File: src/rtl/gb_pkg.sv
// Shared types and constants for the Game Boy style OAM DMA block.
package gb_pkg;

  typedef enum logic [1:0] {
    DMA_IDLE     = 2'd0,
    DMA_STARTING = 2'd1,
    DMA_ACTIVE   = 2'd2
  } dma_state_e;

  localparam int          OAM_LEN_DEFAULT = 160;
  localparam logic [15:0] DMA_REG_ADDR    = 16'hFF46;

  function automatic logic is_hram(input logic [15:0] addr);
    return (addr >= 16'hFF80) && (addr <= 16'hFFFE);
  endfunction

endpackage

File: src/rtl/oam_dma.sv
// OAM DMA engine: copies OAM_LEN bytes from {src,00} into OAM, one byte per
// M-cycle, while arbitrating the CPU against the shared bus and HRAM port.
module oam_dma
  import gb_pkg::*;
#(
  parameter int          OAM_LEN = OAM_LEN_DEFAULT,
  parameter logic [15:0] DMA_REG = DMA_REG_ADDR
) (
  input  logic        clk,
  input  logic        reset_n,
  input  logic        m_cycle,
  input  logic [15:0] cpu_addr,
  input  logic        cpu_read_enable,
  input  logic        cpu_write_enable,
  input  logic [7:0]  cpu_data_out,
  output logic [7:0]  cpu_data_in,
  output logic [15:0] bus_addr,
  output logic        bus_read_enable,
  output logic        bus_write_enable,
  output logic [7:0]  bus_data_out,
  input  logic [7:0]  bus_data_in,
  output logic [6:0]  hi_addr,
  output logic        hi_read_enable,
  output logic        hi_write_enable,
  output logic [7:0]  hi_data_out,
  input  logic [7:0]  hi_data_in,
  output logic [7:0]  oam_addr,
  output logic        oam_write_enable,
  output logic [7:0]  oam_data,
  output logic        dma_active,
  output dma_state_e  dbg_state
);

  localparam logic [7:0] LAST_IDX = 8'(OAM_LEN - 1);

  dma_state_e state_q, state_d;
  logic [7:0] src_q, src_d;
  logic [7:0] idx_q, idx_d;

  logic dma_reg_write;
  logic active;

  assign dma_reg_write = m_cycle && cpu_write_enable && (cpu_addr == DMA_REG);
  assign active        = (state_q == DMA_ACTIVE);

  always_ff @(posedge clk or negedge reset_n) begin
    if (!reset_n) begin
      state_q <= DMA_IDLE;
      src_q   <= 8'h00;
      idx_q   <= 8'h00;
    end else begin
      state_q <= state_d;
      src_q   <= src_d;
      idx_q   <= idx_d;
    end
  end

  // A DMA_REG write wins over every other transition, including the final
  // Active M-cycle, so back-to-back and mid-transfer restarts need no gap.
  always_comb begin
    state_d = state_q;
    src_d   = src_q;
    idx_d   = idx_q;
    if (dma_reg_write) begin
      state_d = DMA_STARTING;
      src_d   = cpu_data_out;
      idx_d   = 8'h00;
    end else if (m_cycle) begin
      unique case (state_q)
        DMA_STARTING: state_d = DMA_ACTIVE;
        DMA_ACTIVE: begin
          if (idx_q == LAST_IDX) begin
            state_d = DMA_IDLE;
            idx_d   = 8'h00;
          end else begin
            idx_d = idx_q + 8'd1;
          end
        end
        default: state_d = DMA_IDLE;
      endcase
    end
  end

  always_comb begin
    cpu_data_in      = bus_data_in;
    bus_addr         = cpu_addr;
    bus_read_enable  = 1'b0;
    bus_write_enable = 1'b0;
    bus_data_out     = cpu_data_out;
    hi_addr          = 7'h00;
    hi_read_enable   = 1'b0;
    hi_write_enable  = 1'b0;
    hi_data_out      = 8'h00;

    if (is_hram(cpu_addr)) begin
      hi_addr         = cpu_addr[6:0];
      hi_read_enable  = cpu_read_enable;
      hi_write_enable = cpu_write_enable;
      hi_data_out     = cpu_data_out;
      cpu_data_in     = hi_data_in;
    end else if (cpu_addr == DMA_REG) begin
      cpu_data_in      = src_q;
      bus_read_enable  = cpu_read_enable;
      bus_write_enable = cpu_write_enable;
    end else if (active) begin
      cpu_data_in = 8'hFF;
    end else begin
      bus_read_enable  = cpu_read_enable;
      bus_write_enable = cpu_write_enable;
    end

    // During Active the DMA owns the bus regardless of the CPU request.
    if (active) begin
      bus_addr         = {src_q, idx_q};
      bus_read_enable  = 1'b1;
      bus_write_enable = 1'b0;
      bus_data_out     = 8'h00;
    end

    oam_write_enable = active && m_cycle;
    oam_addr         = idx_q;
    oam_data         = bus_data_in;
    dma_active       = (state_q != DMA_IDLE);
    dbg_state        = state_q;
  end

endmodule

File: config.mk
export PLATFORM = sky130hd
export DESIGN_NAME = oam_dma
export DESIGN_NICKNAME = d
export VERILOG_FILES = /design/src/rtl/gb_pkg.sv /design/src/rtl/oam_dma.sv
export SDC_FILE = /design/constraint.sdc
export NUM_CORES = 1
export LEC_CHECK = 0
export ABC_AREA = 1
export BUFFER_PORTS_ARGS = -buffer_cell sky130_fd_sc_hd__buf_2
export CAP_MARGIN = 20
export CORE_ASPECT_RATIO = 1.2
export CORE_MARGIN = 2
export CORE_UTILIZATION = 39
export DETAILED_ROUTE_END_ITERATION = 6
export PLACE_DENSITY = 0.87
export SYNTH_ARGS = -nofsm -noshare
export SYNTH_HDL_FRONTEND = slang
export SYNTH_SLANG_ARGS = --single-unit
File: constraint.sdc
create_clock -name clk -period 1.2 [get_ports clk]
set_input_delay 0.18 -clock clk [delete_from_list [all_inputs] [get_ports clk]]
set_output_delay 0.18 -clock clk [all_outputs]
set_load 0.02 [all_outputs]
* Word-level counts from Yosys, hierarchy flattened
Cells that the tools add are included. W data, S select, Z words.
Cells by class: add/sub/neg operators 1, $lt $le $gt $ge 2, equal/unequal tests 5, mux-type cells 21, reductions and logical operators 9
Operator list (number):
- $mux W8 | 9
- $eq A16 B16 Y1 const B | 1
- $ge A16 B16 Y1 const B | 1
- $le A16 B16 Y1 const B | 1
- $mux W16 | 1
- $add A8 B1 Y8 const B | 1
- $eq A8 B8 Y1 const B | 1
- $mux W7 | 1
- $mux W1 | 6
- $mux W2 | 3
- $reduce_bool A2 Y1 | 3
- $logic_and A1 B1 Y1 | 4
- $pmux W2 S2 | 1
- $reduce_and A2 Y1 | 2
- $ne A3 B2 Y1 const B | 1
- $eq A2 B1 Y1 const B | 1
- $eq A2 B2 Y1 const B | 1
Word-level totals: register bits 18, input port bits 45, output and inout bits 71, logic and storage cells 41

* Longest topological paths before layout
Gate-level depths: netlist (run 1).
depth in word-level cells 5, depth in mapped cells 9, depth with buffers taken out 9

* Least setup slack after synthesis (run 1)
Ideal clock, no wire load.
path type register -> output, start register state_q[1], in the netlist dbg_state[1], end output port bus_addr[10], arrival 1.527 ns, required time 1.020 ns, slack -0.507 ns, cell stages (with the launch flop) 6, buffers on the path 1, path through dfrtp_1 inv_1 nor2_4 inv_2 clkbuf_1 o21ai_0
Between the ends: cells in the longest elaborated chain, start to end 2
Ends and longest elaborated chain:
- start: declaration | RTL line oam_dma.sv:36 | dma_state_e state_q, state_d;
- start signal: assignment | RTL line oam_dma.sv:52 | state_q <= state_d;
- $eq A2 B2 Y1 | RTL line oam_dma.sv:44 | assign active = (state_q == DMA_ACTIVE);
- $mux W16 | RTL line oam_dma.sv:113 | if (active) begin
- end: declaration | RTL line oam_dma.sv:17 | output logic [15:0] bus_addr,
No other way between the ends.

* Final worst setup path (run 1)
start register state_q[1], in the netlist dbg_state[1], end output port cpu_data_in[4]
Between the ends: cells in the longest elaborated chain, start to end 4
Ends and longest elaborated chain:
- $eq A2 B2 Y1 | RTL line oam_dma.sv:44
- $mux W8 | RTL line oam_dma.sv:105 | end else if (active) begin
- $mux W8 | RTL line oam_dma.sv:101 | end else if (cpu_addr == DMA_REG) begin
- $mux W8 | RTL line oam_dma.sv:95 | if (is_hram(cpu_addr)) begin
- end: declaration | RTL line oam_dma.sv:16 | output logic [7:0] cpu_data_in,
No other way between the ends.

==> results.ini, run 1 <==
[status]
status=complete, but fails checks
violations=setup timing

[power]
ir_drop_mv=0.873
power.internal_uw=1840
swShare_pct=44.4
power_uw=3300
combPwrFrac_pct=62.1
p_leak_uw=0.00185
power.switching_uw=1470
power.density_nw_per_um2=922
clockPowerShare_pct=15.1
power_frac_seq_pct=22.8

[layout]
layout.cells.non_filler=504
antenna_cells=0
fin_nets=493
drive_above_1_share_pct=61.9
syn_to_final_growth_pct=98.3

[logic_synthesis]
netlist_area_sq_um=1810
yosysUniqueCellTypes=26
synthCells=289
synth_seq_area_share_pct=24.9
synth_top_family_by_area=simple AND/OR/NAND/NOR gates
syn_nets=335
synth_mux_area_share_pct=0
synth-xor-area-share_pct=0.485
synth_compound_area_share_pct=9.28
ys_ff_latch=18
syn_avg_cell_area_sq_um=6.25
synthAdderAreaFrac_pct=0.693
synth_warnings=0
synth-simple-area-share_pct=48.5

[setup_path]
crit_path_max_fanout=8
start_kind=flop
end_kind=output pin
critical_path_class=reg2out
critPathRequiredTime_ps=1020
worstReg2RegStart=dbg_state[1]$_DFFE_PN0P_
crit_arrival_ps=1470
crit_path_start=dbg_state[1]$_DFFE_PN0P_

[min_path]
hold_class=in2reg
min_from=m_cycle

[placement]
io_buffers=115
dp_hpwl_um=5120
dp_slack_ps=-215
dp.cells=480
gp_congestion=0.832

[route]
first_pass_iters=5
vias_per_cell=5.40
num_vias=2721
drt_wl_total_um=8560
drc_errors=0
initialDrtViolationCount=252
final_antenna_net_count=0
wl_per_cell_um=17.0

[grt]
grt-busiest-layer=met2
grt_overflow=0
met1_usage_pct=33.7
first_global_vias=2479
met2_usage_pct=52.3
grt_start_max_net_pins=32
grt_util_met3_pct=3.01
gr-usage-all-layers_pct=28.8
grt_pass1_wl_um=11700
antenna_found_initial=0

[clock_network]
root_buffer=clkbuf_8
clock_latency_ps=250
clock_path_buffers=2
clk_pin_slew_worst_paths_ps=70
cts_sinks=18
cts_buffers=3
cts_tree=yes
htreeDepth=1

[floorplanning]
row_count=27
ios=116
die-area_sq_um=5200
start_util_pct=39.9
die_w_um=66.1
die_h_um=78.6
core_area_sq_um=4530

[sta]
min_period_over_period_pct=138
final.setup_skew_ps=1.10
fmax_ghz=0.605
fin_ws_ps=-453
finalHoldViolCount=0
slew_headroom_pct=72.2
final-max-slew-violation-count=0
rsz0062_at_grt=true
setup_violations=64
worst_slew_pin_slew_ps=417
layout_min_cycle_time_ps=1650

[job]
max_cap_violations=0

-- metrics by stage --
| step | TNS [ps] | util (%) | cell area (sq um) | hold WS [ps] |
|---|---|---|---|---|
| after floorplan | -3100 | - | 2070 | -116 |
| after global placement | -7850 | 63.0 | 2850 | 128 |
| after detailed placement | -8700 | 63.0 | 2850 | 140 |
| after CTS | -15430 | 73.0 | 3300 | 177 |
| after global routing | -19350 | 79.2 | 3580 | 196 |
| final | -16710 | 79.2 | 3580 | 173 |
-- cell usage after synthesis --
cell type,count,share of area [%]
a21oi_1,1,0.28
buf_2,1,0.28
buf_4,8,3.3
buf_6,5,3.1
clkbuf_1,3,0.62
clkinv_2,1,0.28
dfrtp_1,18,25
ha_1,1,0.69
inv_1,40,8.3
inv_2,1,0.21
nand2_1,81,17
nand3_1,31,8.6
nand3_2,3,1.7
nand3_4,2,1.9
nand4_1,3,1.0
nand4_4,2,2.4
nor2_1,46,9.6
nor2_2,7,2.4
nor2_4,2,1.2
nor2_8,2,2.2
nor3_1,1,0.28
o21ai_0,20,5.5
o21ai_1,2,0.55
o21ai_2,6,2.9
or2_2,1,0.35
xor2_1,1,0.48
-- repair_timing --
action | in CTS | in global routing
gates resized for setup | 99 | 59
endpoints found under the hold margin | 18 | 0
gates cloned | 2 | 1
hold buffers | 1 | 0
buffers inserted | 7 | 12
endpoints found under the setup margin | 62 | 66
pin swaps | 8 | 17
-- registers in the layout (all words and copies together) (netlist names) --
register	flops
dbg_state	2
oam_addr	8
src_q	8
-- per-layer routing --
| metal | routed length [um] | up-vias | part of all wire, % |
|---|---|---|---|
| met5 | 0 | - | 0 |
| met4 | 450 | 0 | 5.3 |
| met3 | 567 | 54 | 6.6 |
| met2 | 4530 | 181 | 53 |
| met1 | 3020 | 1273 | 35 |
| li1 | - | 1213 | - |
-- layout make-up --
type | count | area (sq um)
fill | 272 | 943
clock buffer | 4 | 55.1
tap | 58 | 72.6
multi-input combinational | 212 | 1450
timing repair inverter | 1 | 11.3
sequential | 18 | 457
inverter | 42 | 176
timing repair buffer | 169 | 1360
-- power groups by stage --
stage          sequential (uW)  clock (uW)  combinational (uW)
2_1_floorplan              883           0                 907
3_3_place_gp               746           0                1600
3_5_place_dp               750           0                1640
4_1_cts                    738         500                1860
5_1_grt                    758         537                2170
6_report                   753         500                2050
-- worst max-delay path: stages, from the launching register on --
cell,delay (ps)
dfrtp_2,370
inv_2,50
nor2_4,190
buf_6,170
nor2_1,50
nand2_1,110
nand3_2,80
nand2_2,80
buf_6,110
-- path summary, 6_finish.rpt --
kind,endpoint,depth (start not counted),slack [ps]
setup / recovery,cpu_data_in[4],8,-450
hold / removal,dbg_state[0]$_DFFE_PN0P_,2,170
setup reg to reg,oam_addr[6]$_DFFE_PN0P_,9,-250
hold reg to reg,src_q[3]$_DFFE_PN0N_,2,500
max in group asynchronous,dbg_state[1]$_DFFE_PN0P_,2,490
min in group asynchronous,oam_addr[3]$_DFFE_PN0P_,2,390
-- cells by family after synthesis --
kind of cell / after synthesis
AO/OA/AOI/OAI: 29
XOR/XNOR: 1
flip-flops: 18
AND/OR/NAND/NOR: 181
buffers and inverters: 59
adder cells (fa/ha/maj): 1
-- layout by cell type, fill, tap and decap left out, types with 3 or more instances in the layout --
master	count
dfrtp_1	13
nor2_1	24
buf_2	66
inv_1	35
nand3_2	8
buf_4	52
nand4_1	3
o21ai_2	16
clkbuf_8	4
nor2_4	16
buf_6	40
inv_2	3
dfrtp_2	5
nand2_2	13
nand3_1	26
nor2_2	15
nand2_1	63
nand2_4	5
buf_12	4
buf_8	5
o21ai_4	9
Note: power is estimated with default switching activity, not from simulation.
==> run 2, diff against run 1 <==
--- a/config.mk
+++ b/config.mk
@@ -12,7 +12,7 @@
 export CORE_MARGIN = 2
 export CORE_UTILIZATION = 39
 export DETAILED_ROUTE_END_ITERATION = 6
-export PLACE_DENSITY = 0.87
+export PLACE_DENSITY = 0.78
 export SYNTH_ARGS = -nofsm -noshare
 export SYNTH_HDL_FRONTEND = slang
 export SYNTH_SLANG_ARGS = --single-unit
==> results.ini, run 2 (synthesis gave the netlist of run 1 again) <==
[route]
first_pass_iters=4  ; -1
drt_wl_total_um=8020  ; -6.3%
met3_length_um=587  ; +3.5%
final_antenna_net_count=0  ; unchanged
top_layer_used=met4
met2WireLength_um=4340  ; -4.1%
vias_per_cell=5.13  ; -5.0%
num_vias=2550  ; -6.3%
wl_per_cell_um=16.1  ; -5.0%
initialDrtViolationCount=134  ; -47%
wl_met1_um=2800  ; -7.2%
drc_errors=0  ; unchanged

[floorplanning]
die_h_um=78.6  ; unchanged
ios=116  ; unchanged
start_util_pct=39.9  ; unchanged
die-area_sq_um=5200  ; unchanged
core_area_sq_um=4530  ; unchanged
row_count=27  ; unchanged
die_w_um=66.1  ; unchanged

[power]
ir_drop_mv=0.808  ; -7.4%
power.density_nw_per_um2=962  ; +4.4%
p_leak_uw=0.00190  ; +2.7%
power_uw=3600  ; +8.9%

[setup_path]
reg2reg_to=oam_addr[4]$_DFFE_PN0P_
max_stage_delay_ps=420  ; +50 ps
crit_arrival_ps=1510  ; +40 ps
end_kind=output pin
critical_path_class=reg2out
crit_path_start=dbg_state[1]$_DFFE_PN0P_
start_kind=flop
path_cells=inv_2 > nor2_4 > buf_6 > buf_12 > nor2_2 > nand2_1 > nand3_2 > nand2_2 > buf_6
critPathSlowestCell=dfrtp_2
crit_end=cpu_data_in[2]
r2r_setup_slack_ps=-430  ; -180 ps
critPathRequiredTime_ps=1020  ; about the same
crit_top_cell=buf_6
ff2ff_path_depth=10  ; +1
crit_path_max_fanout=6  ; -2
worstReg2RegStart=dbg_state[1]$_DFFE_PN0P_

[layout]
drive_above_1_share_pct=60.1  ; -1.7 points
fin_nets=486  ; -1.4%
layout_commonest_cell=nand2_1
final_cell_mix=nand2_1, buf_6, buf_2, buf_4, inv_1
antenna_cells=0  ; unchanged
syn_to_final_growth_pct=107

[sta]
tns_ps=-19090  ; -2380 ps
fmax_ghz=0.590  ; -2.5%
final-max-slew-violation-count=0  ; unchanged
min_period_over_period_pct=141  ; +3.5 points
setup_violations=63  ; -1.6%
worst_slew_pin_slew_ps=412  ; -5.02 ps
finalHoldViolCount=0  ; unchanged
fin_ws_ps=-494  ; -41.6 ps
slew_headroom_pct=72.5  ; +0.33 points
rsz0062_at_grt=true
hold_slack_ps=214  ; +40.1 ps
final.setup_skew_ps=1.96  ; +0.864 ps
layout_min_cycle_time_ps=1690  ; +41.6 ps

[clock_network]
clk_pin_slew_worst_paths_ps=70  ; about the same
cts_tree=yes
cts_sinks=18  ; unchanged
clock_latency_ps=250  ; about the same
root_buffer=clkbuf_8
htreeDepth=1  ; unchanged
cts_buffers=3  ; unchanged
clock_path_buffers=2  ; unchanged

[min_path]
hold_class=in2reg

[placement]
dp_hpwl_um=4620  ; -9.9%
io_buffers=115  ; unchanged
gp_congestion=0.829  ; -0.34%

[status]
status=complete, but fails checks
violations=setup timing

[grt]
grt_start_max_net_pins=32  ; unchanged
grt_overflow=0  ; unchanged
first_global_vias=2403  ; -3.1%
grt_pass1_wl_um=10600  ; -9.4%
antenna_found_initial=0  ; unchanged
gr-usage-all-layers_pct=25.6  ; -3.2 points

[job]
max_cap_violations=0  ; unchanged

## run 2: cell types whose count changed in the layout (fill, tap and decap cells not counted), sizes merged
cell	change
buf	-7
clkbuf	+1
inv	-1
## run 2: worst min-delay path by stage
stage | from | end | cells after the start
2_1_floorplan | reset_n | dbg_state[0]$_DFFE_PN0P_ | 0
3_3_place_gp | reset_n | oam_addr[5]$_DFFE_PN0P_ | 1
3_5_place_dp | reset_n | oam_addr[5]$_DFFE_PN0P_ | 1
4_1_cts | m_cycle | dbg_state[0]$_DFFE_PN0P_ | 2
5_1_grt | m_cycle | dbg_state[0]$_DFFE_PN0P_ | 2
6_report | m_cycle | dbg_state[0]$_DFFE_PN0P_ | 2
## run 2: repair_timing
action | 4_1_cts | 5_1_grt
gates cloned | 2 | 2
hold endpoints to repair | 18 | 0
pin swaps | 7 | 9
endpoints found under the setup margin | 62 | 64
gates resized for setup | 113 | 88
hold buffers | 1 | 0
buffers inserted | 8 | 6
## run 2: report_power, final
part	switching [uW]	internal (uW)
Sequential	83.0	680
Combinational	1280	1050
Clock	217	292
## run 2: cell type report
cell class | instances | area, sq um
Clock buffer | 4 | 55.1
Fill cell | 237 | 787
Inverter | 42 | 178
Multi-Input combinational cell | 212 | 1530
Sequential cell | 18 | 455
Tap cell | 58 | 72.6
Timing Repair Buffer | 163 | 1450
## run 2: stage by stage
step | instances | utilization, % | cell area (sq um) | worst slack (ps)
after floorplan | 289 | - | 2070 | -135
after global placement | 479 | 62.8 | 2840 | -179
after detailed placement | 479 | 62.8 | 2840 | -211
after CTS | 493 | 74.5 | 3370 | -427
after global routing | 497 | 82.6 | 3740 | -540
final | 497 | 82.6 | 3740 | -494
## run 2: critical path: cells and delay by family (launching register included)
kind	cells	cell delay (ps)
buffers and inverters	4	460
flip-flops	1	420
AND/OR/NAND/NOR	5	360
## run 2: metal layers
layer	GRT usage (%)	vias to the layer above
met5	0	-
met1	28.1	1186
met2	48.3	140
li1	-	1198
met4	10.0	0
met3	3.30	26
